`config.mk`:
```
export PLATFORM = sky130hd
export DESIGN_NAME = phasefifo_dpram
export DESIGN_NICKNAME = d
export VERILOG_FILES = /design/src/rtl/phasefifo_dpram.sv
export SDC_FILE = /design/constraint.sdc
export NUM_CORES = 1
export LEC_CHECK = 0
export ABC_AREA = 1
export ABC_CLOCK_PERIOD_IN_PS = 1450
export BUFFER_PORTS_ARGS = -buffer_cell sky130_fd_sc_hd__buf_2
export CORE_UTILIZATION = 40
export CTS_CLUSTER_SIZE = 16
export DETAILED_ROUTE_END_ITERATION = 10
export GPL_ROUTABILITY_DRIVEN = 0
export SLEW_MARGIN = 20
export SYNTH_ARGS = -nofsm -noshare
export SYNTH_HDL_FRONTEND = slang
export SYNTH_SLANG_ARGS = --single-unit
```
`constraint.sdc`:
```
create_clock -name clock0 -period 1.45 [get_ports clock0]
set_input_delay 0.145 -clock clock0 [delete_from_list [all_inputs] [get_ports clock0]]
set_output_delay 0.145 -clock clock0 [all_outputs]
set_load 0.03 [all_outputs]
```
`src/rtl/phasefifo_dpram.sv`:
```
// phasefifo_dpram: simple dual-port RAM (write port A, registered-address read port B, optional half-width reads)
module phasefifo_dpram #(
  parameter int WIDTH_A       = 20,
  parameter int WIDTHAD_A     = 4,
  parameter int WIDTH_B       = 20,
  parameter int WIDTHAD_B     = 4,
  parameter int OUTDATA_REG_B = 1
) (
  input  logic                 clock0,
  input  logic                 npor,
  input  logic                 wren_a,
  input  logic [WIDTHAD_A-1:0] address_a,
  input  logic [WIDTH_A-1:0]   data_a,
  input  logic                 rden_b,
  input  logic                 addressstall_b,
  input  logic [WIDTHAD_B-1:0] address_b,
  output logic [WIDTH_B-1:0]   q_b
);
  logic [WIDTH_A-1:0]   mem [2**WIDTHAD_A];
  logic [WIDTHAD_B-1:0] addr_b_d, addr_b_q;
  logic [WIDTH_B-1:0]   q_d, q_q, rd_word;
  logic [WIDTH_A-1:0]   word;
  if (!((WIDTH_B == WIDTH_A || 2*WIDTH_B == WIDTH_A) &&
        WIDTH_A*(2**WIDTHAD_A) == WIDTH_B*(2**WIDTHAD_B))) begin : g_bad
    $error("phasefifo_dpram: illegal width/depth parameter combination");
  end
  // Array is deliberately outside the reset domain: contents survive npor.
  always_ff @(posedge clock0)
    if (wren_a) mem[address_a] <= data_a;
  if (WIDTH_B == WIDTH_A) begin : g_eq
    assign word    = mem[addr_b_q];
    assign rd_word = word;
  end else begin : g_half
    assign word    = mem[addr_b_q[WIDTHAD_B-1:1]];
    assign rd_word = addr_b_q[0] ? word[WIDTH_A-1:WIDTH_B] : word[WIDTH_B-1:0];
  end
  always_comb begin
    addr_b_d = addressstall_b ? addr_b_q : address_b;
    q_d      = rden_b ? rd_word : q_q;
  end
  always_ff @(posedge clock0 or negedge npor)
    if (!npor) begin
      addr_b_q <= '0;
      q_q      <= '0;
    end else begin
      addr_b_q <= addr_b_d;
      q_q      <= q_d;
    end
  // Unregistered mode: q_q only remembers the last enabled read for hold.
  if (OUTDATA_REG_B != 0) begin : g_oreg
    assign q_b = q_q;
  end else begin : g_ocomb
    assign q_b = npor ? q_d : '0;
  end
endmodule

```
==> impl_metrics.json <==
{
  "status": "complete, but fails checks",
  "violations": "negative setup slack",
  "grt_pass1_wl_mm": 55.4,
  "rows": 67,
  "final_nets": 1335,
  "crit_fanout": 7,
  "busiest_layer": "met2",
  "area_delta_synth_final_pct": 26.9,
  "grtUsageMet2": 0.345,
  "cts_buffers": 37,
  "cts_tree": "yes",
  "grt_max_degree": 37,
  "numClockSinks": 344,
  "insertion_delay_ns": 0.52,
  "leakage_nw": 6.73,
  "stdcell_count": 1780,
  "netlist_area_um2": 13800,
  "rsz0062_at_grt": "true",
  "die_area_um2": 35200,
  "cap_violations": 0,
  "ys_seq_elements": 344,
  "track_usage": 0.211,
  "cts-root-buf": "clkbuf_16",
  "drive_above_1_share": 0.263,
  "io_buffer_count": 52,
  "crit_path_start_kind": "flip-flop",
  "p_total_mw": 23.5,
  "syn_nets": 1209,
  "io_pins": 53,
  "die-height_um": 188,
  "fin_crit_sh": 1.11,
  "netlist_instances": 1176,
  "synth_cell_types": 15,
  "yosysTopAreaCell": "edfxtp_1",
  "drt-wirelength-per-cell_um": 20.7,
  "cp.required_ns": 1.86,
  "antenna_found_initial": 1,
  "grt_pass1_vias": 9220,
  "postLayoutSetupSlackWorst_ns": -0.156,
  "finalMaxSlewViolations": 0,
  "hold_path.class": "in -> reg",
  "clockBufferDepth": 3,
  "placedCellCount": 1682,
  "htreeDepth": 2,
  "endpoint_kind": "flip-flop",
  "final_common_cell": "nand2_1",
  "final_area_um2": 17500,
  "final_cell_mix": "nand2_1, edfxtp_1, nand3_1",
  "max_freq_mhz": 623,
  "grt_use_met1": 0.286,
  "drt-initial-drc-count": 810,
  "grtUsageMet3": 0.0359,
  "hold_path.startpoint": "data_a[10]",
  "powerDensity_nw_per_um2": 1340,
  "ys_seq_area_frac": 0.740,
  "cp_data_arrival_time_ns": 2.02,
  "worst_pin_slew_ns": 0.468,
  "ys_warn_count": 0,
  "grt-ovfl-total": 0,
  "timing.final.hold_violations": 0,
  "routed_wl_mm": 36.9,
  "crit_type": "reg -> reg",
  "path_clk_slew_ns": 0.06,
  "fin_crit_ns": 1.61,
  "dieWidth_um": 188,
  "synth_top_area_frac": 0.697,
  "drc_errors": 0,
  "num_vias": 9289,
  "rr_startpoint": "addr_b_q[0]",
  "core-area_um2": 33700,
  "start_util": 0.409,
  "drt_first_pass_iters": 4,
  "placed_cell_area_um2": 15200,
  "pre_cts_ws_ns": -0.147,
  "antenna_left": 0,
  "viasPerCell": 5.22,
  "ir_drop_mv": 0.782,
  "synth_area_leaders": "edfxtp_1, nand2_1, nand3_1",
  "avgSynthCellArea_um2": 11.7,
  "dp_hpwl_mm": 20.5,
  "fin_tns_setup_ns": -1.91,
  "skew_ns": 0.0170,
  "slew_headroom": 0.688,
  "startpoint": "addr_b_q[0]",
  "final-setup-viol-count": 20
}
[worst paths after layout]
path | slack, ns | end | depth (start not counted)
worst max-delay path | -0.16 | q_b[18] | 11
worst min-delay path | 0.003 | mem[13][10] | 1
worst max register to register | -0.16 | q_b[18] | 11
worst min register to register | 0.46 | q_b[18] | 2
max in group asynchronous | 0.76 | q_b[11] | 3
min in group asynchronous | 0.12 | q_b[6] | 2
[metal layers]
metal  part of all wire  routed length, um
met1               0.43              16100
met2               0.48              17700
met3              0.060               2210
met4              0.027                983
met5                  0                  0
[through the flow]
step,hold WS [ns],utilization
floorplan,-0.151,-
global placement,0.119,0.451
detailed placement,0.115,0.451
CTS,0.00182,0.503
global route,0.00582,0.519
finish,0.00316,0.519
[worst max-delay path, stage by stage, from the launching register on]
cell,delay (ns)
dfrtp_4,0.52
clkinv_8,0.11
buf_12,0.16
buf_16,0.15
nand2_1,0.09
nand3_2,0.08
nand3_2,0.07
nand2_1,0.05
nand2_1,0.06
nand2_1,0.07
nand2_2,0.08
nand2_1,0.05
[kinds of logic (layout without fill, tap and decap cells)]
logic type             count (synthesis)  in the layout  synth area share
and+or+nand+nor                      750            750             0.226
AOI/OAI and AO/OA                      4              4           0.00145
other                                  0              1                 0
buffers and inverters                 78            233            0.0320
DFF                                  344            344             0.740
[power by group]
group | switching (mW) | internal [mW] | leakage [nW]
Clock | 3.76 | 5.54 | 0.592
Combinational | 1.86 | 1.07 | 2.96
Sequential | 0.160 | 11.2 | 3.18
Total | 5.78 | 17.8 | 6.73
[sequential cells by signal, summed over array words and instances (netlist names)]
register and flops:
mem 320, addr_b_q 4, q_b 20
[synthesized netlist by cell type, drive strengths merged]
library cell / n
edfxtp: 320
inv: 8
nand2: 486
dfrtp: 24
clkbuf: 13
a21oi: 4
nor2: 22
nand3: 242
buf: 57
[what timing repair did]
item	CTS	global route
pin swaps	4	35
hold buffers	13	0
gates resized for setup	44	114
buffers inserted	6	0
endpoints found under the hold margin	86	0
setup endpoints to repair	20	20
cloned	6	4
[layout make-up]
cell class,instances,area (um^2)
Fill cell,2868,16200
Timing Repair Buffer,157,1760
Sequential cell,344,10200
Clock inverter,18,149
Antenna cell,1,2.50
Clock buffer,50,1070
Multi-Input combinational cell,754,3710
Tap cell,448,561
Inverter,8,42.5
Note: power is estimated with default switching activity, not from simulation.
